`config.mk`:
```
export PLATFORM = sky130hd
export DESIGN_NAME = cordic_arbiter_flat
export DESIGN_NICKNAME = d
export VERILOG_FILES = /design/src/rtl/cordic_pkg.sv /design/src/rtl/cordic_arbiter_if.sv /design/src/rtl/cordic_arbiter_rr.sv /design/src/rtl/cordic_arbiter.sv /design/src/flat_wrapper.sv
export SDC_FILE = /design/constraint.sdc
export NUM_CORES = 1
export LEC_CHECK = 0
export ABC_AREA = 0
export BUFFER_PORTS_ARGS = -buffer_cell sky130_fd_sc_hd__buf_2
export CELL_PAD_IN_SITES_DETAIL_PLACEMENT = 1
export CELL_PAD_IN_SITES_GLOBAL_PLACEMENT = 1
export CORE_ASPECT_RATIO = 0.6
export CORE_MARGIN = 3
export CORE_UTILIZATION = 35
export CTS_BUF_LIST = sky130_fd_sc_hd__clkbuf_16
export CTS_CLUSTER_SIZE = 14
export DETAILED_ROUTE_END_ITERATION = 10
export HOLD_SLACK_MARGIN = 0.08
export PLACE_DENSITY_LB_ADDON = 0.15
export RECOVER_POWER = 25
export SYNTH_ARGS = -nofsm -noshare
export SYNTH_HDL_FRONTEND = slang
export SYNTH_SLANG_ARGS = --single-unit
```
`constraint.sdc`:
```
create_clock -name clk -period 4 [get_ports clk]
set_clock_uncertainty 0.15 [all_clocks]
set_input_delay 0.4 -clock clk [delete_from_list [all_inputs] [get_ports clk]]
set_output_delay 0.4 -clock clk [all_outputs]
set_load 0.02 [all_outputs]
```
`src/rtl/cordic_pkg.sv`:
```
// Shared constants and state encoding for the CORDIC arbiter slice.
package cordic_pkg;

    localparam int unsigned FLOAT_DATA_WIDTH = 32;
    localparam int unsigned TIMEOUT_DEFAULT  = 64;

    // Quiet NaN returned when a CORDIC operation has to be abandoned
    localparam logic [FLOAT_DATA_WIDTH-1:0] FLOAT_QNAN = 32'h7FC0_0000;

    typedef enum logic [2:0] {
        ST_IDLE    = 3'd0,
        ST_ISSUE   = 3'd1,
        ST_WAIT    = 3'd2,
        ST_RESPOND = 3'd3,
        ST_RECOVER = 3'd4
    } arb_state_e;

endpackage

```
`src/rtl/cordic_arbiter_if.sv`:
```
// Requester and CORDIC-side signals of the arbiter; slave is the arbiter, master the environment.
interface cordic_arbiter_if #(
    parameter int unsigned NUM_REQ          = 4,
    parameter int unsigned FLOAT_DATA_WIDTH = cordic_pkg::FLOAT_DATA_WIDTH
);

    logic [NUM_REQ-1:0]                  req;
    logic [NUM_REQ*FLOAT_DATA_WIDTH-1:0] req_angle;
    logic [NUM_REQ-1:0]                  rsp_valid;
    logic [FLOAT_DATA_WIDTH-1:0]         rsp_result;
    logic                                rsp_error;
    logic                                busy;
    logic                                cor_clk_en;
    logic                                cor_start;
    logic                                cor_rst;
    logic [FLOAT_DATA_WIDTH-1:0]         cor_angle;
    logic [FLOAT_DATA_WIDTH-1:0]         cor_result;
    logic                                cor_done;

    modport slave (
        input  req, req_angle, cor_result, cor_done,
        output rsp_valid, rsp_result, rsp_error, busy,
               cor_clk_en, cor_start, cor_rst, cor_angle
    );

    modport master (
        output req, req_angle, cor_result, cor_done,
        input  rsp_valid, rsp_result, rsp_error, busy,
               cor_clk_en, cor_start, cor_rst, cor_angle
    );

endinterface

```
`src/rtl/cordic_arbiter_rr.sv`:
```
// Combinational round-robin picker: first unmasked request at or after last_grant+1.
module rr_arbiter #(
    parameter  int unsigned NUM_REQ = 4,
    localparam int unsigned IDX_W   = (NUM_REQ > 1) ? $clog2(NUM_REQ) : 1
) (
    input  logic [NUM_REQ-1:0] req_i,
    input  logic [NUM_REQ-1:0] mask_i,
    input  logic [IDX_W-1:0]   last_grant_i,
    output logic [IDX_W-1:0]   grant_idx_c_o,
    output logic               grant_valid_c_o
);

    logic [NUM_REQ-1:0] eligible_c;
    int unsigned        cand;

    always_comb begin
        grant_idx_c_o   = '0;
        grant_valid_c_o = 1'b0;
        cand            = 0;
        eligible_c      = req_i & ~mask_i;
        for (int unsigned k = 1; k <= NUM_REQ; k++) begin
            cand = (32'(last_grant_i) + k) % NUM_REQ;
            if (!grant_valid_c_o && eligible_c[IDX_W'(cand)]) begin
                grant_valid_c_o = 1'b1;
                grant_idx_c_o   = IDX_W'(cand);
            end
        end
    end

endmodule

```
`src/rtl/cordic_arbiter.sv`:
```
// Shares one CORDIC cosine unit among NUM_REQ requesters, one operation in flight,
// with timeout recovery that resets the CORDIC and answers with a quiet NaN.
module cordic_arbiter #(
    parameter int unsigned NUM_REQ          = 4,
    parameter int unsigned FLOAT_DATA_WIDTH = cordic_pkg::FLOAT_DATA_WIDTH,
    parameter int unsigned TIMEOUT          = cordic_pkg::TIMEOUT_DEFAULT
) (
    input logic              clk,
    input logic              rst_n,
    cordic_arbiter_if.slave  arb_if
);
    import cordic_pkg::*;

    localparam int unsigned FW    = FLOAT_DATA_WIDTH;
    localparam int unsigned IDX_W = (NUM_REQ > 1) ? $clog2(NUM_REQ) : 1;
    localparam int unsigned CNT_W = (TIMEOUT > 1) ? $clog2(TIMEOUT) : 1;
    localparam int unsigned SEL_W = $clog2(NUM_REQ * FW);

    arb_state_e         state_q, state_d;
    logic [IDX_W-1:0]   idx_q, idx_d;
    logic [IDX_W-1:0]   last_grant_q, last_grant_d;
    logic [NUM_REQ-1:0] mask_q, mask_d;
    logic [CNT_W-1:0]   cnt_q, cnt_d;
    logic [FW-1:0]      cor_angle_q, cor_angle_d;
    logic [NUM_REQ-1:0] rsp_valid_q, rsp_valid_d;
    logic [FW-1:0]      rsp_result_q, rsp_result_d;
    logic               rsp_error_q, rsp_error_d;
    logic               busy_q, busy_d;
    logic               cor_start_q, cor_start_d;
    logic               cor_clk_en_q, cor_clk_en_d;
    logic               cor_rst_q, cor_rst_d;

    logic [IDX_W-1:0]   grant_idx_c;
    logic               grant_valid_c;
    logic [SEL_W-1:0]   angle_base_c;

    rr_arbiter #(.NUM_REQ(NUM_REQ)) u_rr (
        .req_i           (arb_if.req),
        .mask_i          (mask_q),
        .last_grant_i    (last_grant_q),
        .grant_idx_c_o   (grant_idx_c),
        .grant_valid_c_o (grant_valid_c)
    );

    assign angle_base_c = SEL_W'(grant_idx_c) * SEL_W'(FW);

    // Next state plus output decode; outputs follow the state being entered
    always_comb begin
        state_d      = state_q;
        idx_d        = idx_q;
        last_grant_d = last_grant_q;
        mask_d       = '0;
        cnt_d        = cnt_q;
        cor_angle_d  = cor_angle_q;
        rsp_result_d = '0;

        unique case (state_q)
            ST_IDLE: begin
                if (grant_valid_c) begin
                    idx_d       = grant_idx_c;
                    cor_angle_d = arb_if.req_angle[angle_base_c +: FW];
                    state_d     = ST_ISSUE;
                end
            end
            ST_ISSUE: begin
                cnt_d   = '0;
                state_d = ST_WAIT;
            end
            ST_WAIT: begin
                cnt_d = cnt_q + CNT_W'(1);
                if (arb_if.cor_done) begin
                    rsp_result_d = arb_if.cor_result;
                    state_d      = ST_RESPOND;
                end else if (cnt_q == CNT_W'(TIMEOUT - 1)) begin
                    rsp_result_d = FW'(FLOAT_QNAN);
                    state_d      = ST_RECOVER;
                end
            end
            ST_RESPOND, ST_RECOVER: begin
                last_grant_d = idx_q;
                mask_d       = NUM_REQ'(1) << idx_q;
                state_d      = ST_IDLE;
            end
            default: state_d = ST_IDLE;
        endcase

        rsp_valid_d  = ((state_d == ST_RESPOND) || (state_d == ST_RECOVER))
                       ? (NUM_REQ'(1) << idx_q) : '0;
        rsp_error_d  = (state_d == ST_RECOVER);
        busy_d       = (state_d != ST_IDLE);
        cor_start_d  = (state_d == ST_ISSUE);
        cor_rst_d    = (state_d == ST_RECOVER);
        cor_clk_en_d = (state_d != ST_RECOVER);
    end

    always_ff @(posedge clk or negedge rst_n) begin
        if (!rst_n) begin
            state_q      <= ST_IDLE;
            idx_q        <= '0;
            last_grant_q <= IDX_W'(NUM_REQ - 1);
            mask_q       <= '0;
            cnt_q        <= '0;
            cor_angle_q  <= '0;
            rsp_valid_q  <= '0;
            rsp_result_q <= '0;
            rsp_error_q  <= 1'b0;
            busy_q       <= 1'b0;
            cor_start_q  <= 1'b0;
            cor_clk_en_q <= 1'b0;
            cor_rst_q    <= 1'b1;
        end else begin
            state_q      <= state_d;
            idx_q        <= idx_d;
            last_grant_q <= last_grant_d;
            mask_q       <= mask_d;
            cnt_q        <= cnt_d;
            cor_angle_q  <= cor_angle_d;
            rsp_valid_q  <= rsp_valid_d;
            rsp_result_q <= rsp_result_d;
            rsp_error_q  <= rsp_error_d;
            busy_q       <= busy_d;
            cor_start_q  <= cor_start_d;
            cor_clk_en_q <= cor_clk_en_d;
            cor_rst_q    <= cor_rst_d;
        end
    end

    assign arb_if.rsp_valid  = rsp_valid_q;
    assign arb_if.rsp_result = rsp_result_q;
    assign arb_if.rsp_error  = rsp_error_q;
    assign arb_if.busy       = busy_q;
    assign arb_if.cor_start  = cor_start_q;
    assign arb_if.cor_clk_en = cor_clk_en_q;
    assign arb_if.cor_rst    = cor_rst_q;
    assign arb_if.cor_angle  = cor_angle_q;

endmodule

```
`src/flat_wrapper.sv`:
```
// flat-port wrapper written by rule: the top's interface ports become plain ports
module cordic_arbiter_flat import cordic_pkg::*;
#(
    parameter int unsigned NUM_REQ          = 4,
    parameter int unsigned FLOAT_DATA_WIDTH = cordic_pkg::FLOAT_DATA_WIDTH,
    parameter int unsigned TIMEOUT          = cordic_pkg::TIMEOUT_DEFAULT
)
  (clk, rst_n, arb_if_req, arb_if_req_angle, arb_if_cor_result, arb_if_cor_done, arb_if_rsp_valid, arb_if_rsp_result, arb_if_rsp_error, arb_if_busy, arb_if_cor_clk_en, arb_if_cor_start, arb_if_cor_rst, arb_if_cor_angle);
  cordic_arbiter_if #(.NUM_REQ(NUM_REQ), .FLOAT_DATA_WIDTH(FLOAT_DATA_WIDTH)) arb_if_i ();
  input logic clk;
  input logic rst_n;
  input wire logic [$bits(arb_if_i.req)-1:0] arb_if_req;
  input wire logic [$bits(arb_if_i.req_angle)-1:0] arb_if_req_angle;
  input wire logic [$bits(arb_if_i.cor_result)-1:0] arb_if_cor_result;
  input wire logic [$bits(arb_if_i.cor_done)-1:0] arb_if_cor_done;
  output wire logic [$bits(arb_if_i.rsp_valid)-1:0] arb_if_rsp_valid;
  output wire logic [$bits(arb_if_i.rsp_result)-1:0] arb_if_rsp_result;
  output wire logic [$bits(arb_if_i.rsp_error)-1:0] arb_if_rsp_error;
  output wire logic [$bits(arb_if_i.busy)-1:0] arb_if_busy;
  output wire logic [$bits(arb_if_i.cor_clk_en)-1:0] arb_if_cor_clk_en;
  output wire logic [$bits(arb_if_i.cor_start)-1:0] arb_if_cor_start;
  output wire logic [$bits(arb_if_i.cor_rst)-1:0] arb_if_cor_rst;
  output wire logic [$bits(arb_if_i.cor_angle)-1:0] arb_if_cor_angle;
  assign arb_if_i.req = arb_if_req;
  assign arb_if_i.req_angle = arb_if_req_angle;
  assign arb_if_i.cor_result = arb_if_cor_result;
  assign arb_if_i.cor_done = arb_if_cor_done;
  assign arb_if_rsp_valid = arb_if_i.rsp_valid;
  assign arb_if_rsp_result = arb_if_i.rsp_result;
  assign arb_if_rsp_error = arb_if_i.rsp_error;
  assign arb_if_busy = arb_if_i.busy;
  assign arb_if_cor_clk_en = arb_if_i.cor_clk_en;
  assign arb_if_cor_start = arb_if_i.cor_start;
  assign arb_if_cor_rst = arb_if_i.cor_rst;
  assign arb_if_cor_angle = arb_if_i.cor_angle;
  cordic_arbiter #(.NUM_REQ(NUM_REQ), .FLOAT_DATA_WIDTH(FLOAT_DATA_WIDTH), .TIMEOUT(TIMEOUT)) u_core (.clk(clk), .rst_n(rst_n), .arb_if(arb_if_i));
endmodule
```
==> impl_metrics.ini, run 1 <==
[setup_path]
start_kind = flip-flop
arrival_ns = 2.62
reg2reg_from = u_core.last_grant_q[1]$_DFFE_PN1P_
startpoint = u_core.last_grant_q[1]$_DFFE_PN1P_
end_kind = flip-flop
worst_r2r_path_depth = 4
r2r_end = u_core.arb_if.cor_angle[19]$_DFFE_PN0P_
required_ns = 4.02
reg2reg_slack_ns = 1.40
worstSetupPathType = flip-flop to flip-flop
path_max_fanout = 32

[yosys]
synth_most_common_cell = dfrtp_1
synth_cell_types = 48
netlist.area_leader.share = 0.485
synthArstFlopShare = 1.00
synth.area.top_cells = dfrtp_1 49%, mux2i_1 14%, o221ai_2 11%, nand2_1 3.7%, and3_1 3.2%
synth_fp_nets = 530
synth_ff_type = dfrtp_1
synthCells = 362
yosys_register_bits = 90
synth_edf_count = 0
yosysTopAreaCell = dfrtp_1
synthTopCellsByCount = 87 x dfrtp_1, 64 x mux2i_1, 44 x nand2_1
yosysSeqAreaShare = 0.503
synthesis.area_mm2 = 0.00449
yosys_warnings = 0
synth.avg_cell_area_um2 = 12.4

[sta]
fin_ws_ns = 1.40
tns_ns = 0
rsz0062_at_grt = no
drv_slew = 61
max_freq_mhz = 384
hold_violations = 0
setup_viol = 0
max_slew.worst_pin.slew_ns = 1.53
slew_headroom = -0.0182
period_minus_slack_ns = 2.60
period_share = 0.650
timing.hold.ws_ns = 0.150

[detailed_routing]
postRouteAntennaNets = 0
drt-wirelength-per-cell_um = 17.6
drc = 0
drt_iter0_drc = 119
wl_mm = 13.5
avgViaCountPerCell = 4.81
firstDrtPassIters = 4
via_count = 3674

[pwr]
peakVddDrop_v = 0.000255
p_switching_mw = 1.82
switching_share = 0.425
pwr-share-clk = 0.200
power_density_mw_per_mm2 = 724
power_mw = 4.28
p_leak_nw = 3.06
combinationalPowerShare = 0.475
p_int_mw = 2.46
seqPwrFrac = 0.325

[finish]
nNetsFinal = 762
multi_input_area_mm2 = 0.00192
final_util = 0.481
ff_latch_area_mm2 = 0.00226
num-fill-cells = 1438
syn_to_final_growth_pct = 31.8
layout-drive-gt1-share = 0.422
design_area_mm2 = 0.00591
diodes = 0
instances_no_fill = 764

[die]
dieArea_mm2 = 0.0143
pin_count = 240
core_mm2 = 0.0123
start_util = 0.365
die_h_um = 93.7
die_w_um = 152
row_count = 31

[cts]
cts.sinks = 90
htreeDepth = 3
clkLatencyLatePin_ns = 0.33
cts_resized = 0
hold_buffers = 1
post-cts-setup-buffers = 0
cts_buffer_depth = 2
tritoncts = built
root_buffer = clkbuf_16
path_clk_slew_ns = 0.06
numCtsBuffers = 9

[place]
post-place-ws_ns = 1.33
dp_cells = 747
dpl.hpwl_mm = 10.3
place_area_mm2 = 0.00568
io_buffers = 239
gp_congestion = 0.766

[global_routing]
grt_pass1_vias = 3917
grtUsageTotal = 0.184
grt_max_degree = 61
antenna_found_initial = 1
grt_pass1_wl_mm = 20.8
overflow = 0

[min_path]
hold_start = arb_if_cor_result[25]
holdPathEnd = u_core.arb_if.rsp_result[25]$_DFF_PN0_
min_path_type = input pin to flip-flop
min_path_cells = 3

[run_status]
status = finished with violations
violations = max-capacitance violations, max-slew violations

[job]
drv_cap = 1
## sequential cells by signal, indices dropped and copies added (netlist names), 2 cells and up
| name | flops |
|---|---|
| u_core.arb_if.cor_angle | 32 |
| u_core.arb_if.rsp_result | 32 |
| u_core.arb_if.rsp_valid | 4 |
| u_core.cnt_q | 6 |
| u_core.idx_q | 2 |
| u_core.last_grant_q | 2 |
| u_core.mask_q | 4 |
| u_core.state_q | 3 |
## metal layers
| metal | share of wire | vias to the layer above | GRT usage | wire length, um |
|---|---|---|---|---|
| li1 | - | 1766 | - | - |
| met1 | 0.45 | 1766 | 0.240 | 6070 |
| met2 | 0.47 | 129 | 0.306 | 6310 |
| met3 | 0.071 | 11 | 0.0580 | 952 |
| met4 | 0.0090 | 2 | 0.0389 | 121 |
| met5 | 0.00097 | - | 0 | 13 |
## worst max path at each step
stage | to | depth (start not counted)
after global routing | u_core.arb_if.cor_angle[19]$_DFFE_PN0P_ | 4
after CTS | u_core.arb_if.cor_angle[19]$_DFFE_PN0P_ | 4
after detailed placement | u_core.arb_if.cor_angle[27]$_DFFE_PN0P_ | 6
after global placement | u_core.arb_if.cor_angle[0]$_DFFE_PN0P_ | 6
final | u_core.arb_if.cor_angle[19]$_DFFE_PN0P_ | 4
after floorplan | u_core.arb_if.cor_angle[10]$_DFFE_PN0P_ | 7
## cells in the final DEF (no fill, tap or decap), drive strengths merged, types with 2 or more instances in the layout
master,synthesis,final
buf,13,187
dfrtp,87,87
clkbuf,12,67
mux2i,64,64
nand2,45,45
o221ai,33,33
and3,23,23
inv,13,16
a21oi,13,13
nor2,12,12
o21ai,8,8
nand2b,5,5
nor3,5,5
mux2,4,4
nand3,3,3
dfstp,3,3
clkinv,0,3
or2,2,2
nor2b,2,2
## area by class of cell
class                      instances  share of cell area
sequential                        90               0.382
multi-input combinational        234               0.325
timing repair buffer             246               0.200
clock buffer                       9              0.0381
tap                              165              0.0349
clock inverter                     7              0.0129
inverter                          13             0.00825
## cells by family after synthesis
kind of cell / share of synthesized area
buffers and inverters: 0.0717
and+or+nand+nor: 0.115
muxes: 0.153
DFF: 0.503
AOI/OAI and AO/OA: 0.153
xor gates and xnor gates: 0.00195
adders and majority gates: 0.00279
## critical path: stages (launching register included)
cell	delay, ns
dfstp_2	0.61
or3b_1	0.39
o221ai_2	0.12
or2_2	0.91
o221ai_2	0.22
## power groups by stage
stage | Combinational, mW | Sequential (mW) | Clock [mW]
2_1_floorplan | 1.40 | 1.64 | 0
3_3_place_gp | 2.05 | 1.39 | 0
5_1_grt | 2.22 | 1.43 | 0.925
6_report | 2.04 | 1.39 | 0.855
3_5_place_dp | 2.11 | 1.40 | 0
4_1_cts | 2.12 | 1.39 | 0.886
Note: power is estimated with default switching activity, not from simulation.
==> run 2, diff against run 1 <==
Settings changed: CORE_UTILIZATION 35 to 31.
Clock period 4 ns to 2.1 ns, I/O delays scaled along.
==> run 2 against run 1 <==
The flow finishes with violations (negative setup slack). Fmax up 18%. Hold slack worse by 0.071 ns. Critical endpoint is now u_core.arb_if.cor_angle[5]$_DFFE_PN0P_. Register-to-register slack worse by 1.5 ns.
==> impl_metrics.ini, run 2 (same netlist as run 1, synthesis figures left out) <==
[global_routing]
antenna_found_initial = 3
grt_pass1_wl_mm = 29.7
grt_pass1_vias = 5443
grt_max_degree = 51
overflow = 0
grtUsageTotal = 0.240

[sta]
period_share = 1.05
drv_slew = 0
fin_ws_ns = -0.113
slew_headroom = 0.287
max_slew.worst_pin.slew_ns = 1.07
rsz0062_at_grt = yes
hold_violations = 0
setup_viol = 26
max_freq_mhz = 452
period_minus_slack_ns = 2.21

[finish]
nNetsFinal = 945
layout-drive-gt1-share = 0.481
layout_common_cells = 238 x buf_2, 156 x dlygate4sd3_1, 87 x dfrtp_1
num-fill-cells = 1480
final_common_cell = buf_2
ff_latch_area_mm2 = 0.00226
syn_to_final_growth_pct = 83.6
design_area_mm2 = 0.00824
multi_input_area_mm2 = 0.00221

[place]
place_area_mm2 = 0.00595
gp_congestion = 0.813
io_buffers = 239
dpl.hpwl_mm = 10.8

[setup_path]
start_kind = flip-flop
worst_r2r_path_depth = 8
arrival_ns = 2.27
end_kind = flip-flop
worstSetupPathType = flip-flop to flip-flop
path_max_fanout = 7
reg2reg_slack_ns = -0.11
required_ns = 2.16

[min_path]
min_path_type = input pin to flip-flop
min_path_cells = 3

[detailed_routing]
via_count = 4668
drt_iter0_drc = 169
wl_mm = 19.9
drc = 0
postRouteAntennaNets = 0
firstDrtPassIters = 4
drt-wirelength-per-cell_um = 20.4
avgViaCountPerCell = 4.78

[pwr]
peakVddDrop_v = 0.000577
power_mw = 9.91
power_density_mw_per_mm2 = 1200
p_leak_nw = 4.09

[die]
dieArea_mm2 = 0.0160
die_h_um = 99.2
pin_count = 240
die_w_um = 161
row_count = 33
start_util = 0.322
core_mm2 = 0.0139

[run_status]
status = finished with violations
violations = negative setup slack

[cts]
clkLatencyLatePin_ns = 0.34
htreeDepth = 3
cts.sinks = 90
tritoncts = built
path_clk_slew_ns = 0.07
numCtsBuffers = 9
root_buffer = clkbuf_16
cts_buffer_depth = 2

[job]
drv_cap = 0
run 2: cell count changes in the layout (fill, tap and decap cells not counted), moves of 2 or more:
cell | before | now
dlygate4sd3_1 | 1 | 156
buf_2 | 181 | 238
clkbuf_1 | 57 | 1
mux2i_1 | 64 | 27
mux2i_2 | 0 | 21
mux2i_4 | 0 | 16
buf_4 | 6 | 21
buf_12 | 0 | 5
buf_6 | 0 | 5
diode_2 | 0 | 3
buf_16 | 0 | 2
run 2: per-stage QoR:
| step | TNS, ns | utilization | setup slack, ns | hold slack, ns | instances |
|---|---|---|---|---|---|
| 6_report | -1.90 | 0.592 | -0.113 | 0.0784 | 977 |
| 5_1_grt | -3.50 | 0.592 | -0.168 | 0.0792 | 977 |
| 4_1_cts | -0.000124 | 0.573 | -0.000124 | 0.0801 | 974 |
| 3_5_place_dp | -0.428 | 0.428 | -0.0658 | -0.0415 | 795 |
| 3_3_place_gp | 0 | 0.428 | 0.0253 | -0.0361 | 795 |
| 2_1_floorplan | 0 | - | 0.204 | -0.236 | 362 |
run 2: critical path, stage by stage, from the launching register on:
cell	delay, ns
dfrtp_1	0.40
nor2b_4	0.17
a211oi_2	0.11
a311oi_4	0.36
buf_4	0.19
buf_12	0.14
buf_6	0.16
mux2i_4	0.25
o221ai_2	0.14
run 2: worst paths after layout:
check	start	end
min in group asynchronous	rst_n	u_core.arb_if.cor_angle[13]$_DFFE_PN0P_
max in group asynchronous	rst_n	u_core.arb_if.cor_rst$_DFF_PN1_
min	arb_if_req_angle[126]	u_core.arb_if.cor_angle[30]$_DFFE_PN0P_
max	u_core.mask_q[3]$_DFF_PN0_	u_core.arb_if.cor_angle[5]$_DFFE_PN0P_
min reg2reg	u_core.arb_if.cor_angle[30]$_DFFE_PN0P_	u_core.arb_if.cor_angle[30]$_DFFE_PN0P_
max reg2reg	u_core.mask_q[3]$_DFF_PN0_	u_core.arb_if.cor_angle[5]$_DFFE_PN0P_
run 2: final cells by class:
type / instances / area share
repair buffers: 429 / 0.382
flip-flops and latches: 90 / 0.274
multi-input cells: 234 / 0.268
well taps: 192 / 0.0292
clock buffers: 9 / 0.0273
clock inverters: 7 / 0.0121
inverters: 13 / 0.00592
diodes: 3 / 0.000911
run 2: routing by layer:
| layer | up-vias | global-route usage | wire length [um] |
|---|---|---|---|
| met3 | 52 | 0.0682 | 1100 |
| met1 | 2287 | 0.264 | 7630 |
| met2 | 190 | 0.446 | 10500 |
| li1 | 2139 | - | - |
| met4 | 0 | 0.0833 | 647 |
| met5 | - | 0 | 0 |
run 2: timing repair:
| item | 4_1_cts | 5_1_grt |
|---|---|---|
| hold buffers | 156 | 0 |
| pin swaps | 2 | 1 |
| buffers inserted | 5 | 0 |
| cloned | 2 | 1 |
| gates resized for setup | 12 | 50 |
| endpoints found under the hold margin | 152 | 0 |
| setup endpoints to repair | 29 | 33 |
run 2: where the power goes:
| part | leakage [nW] | switching [mW] | internal (mW) |
|---|---|---|---|
| clock | 0.156 | 0.721 | 1.05 |
| sequential | 1.17 | 0.364 | 2.29 |
| combinational | 2.77 | 2.95 | 2.53 |
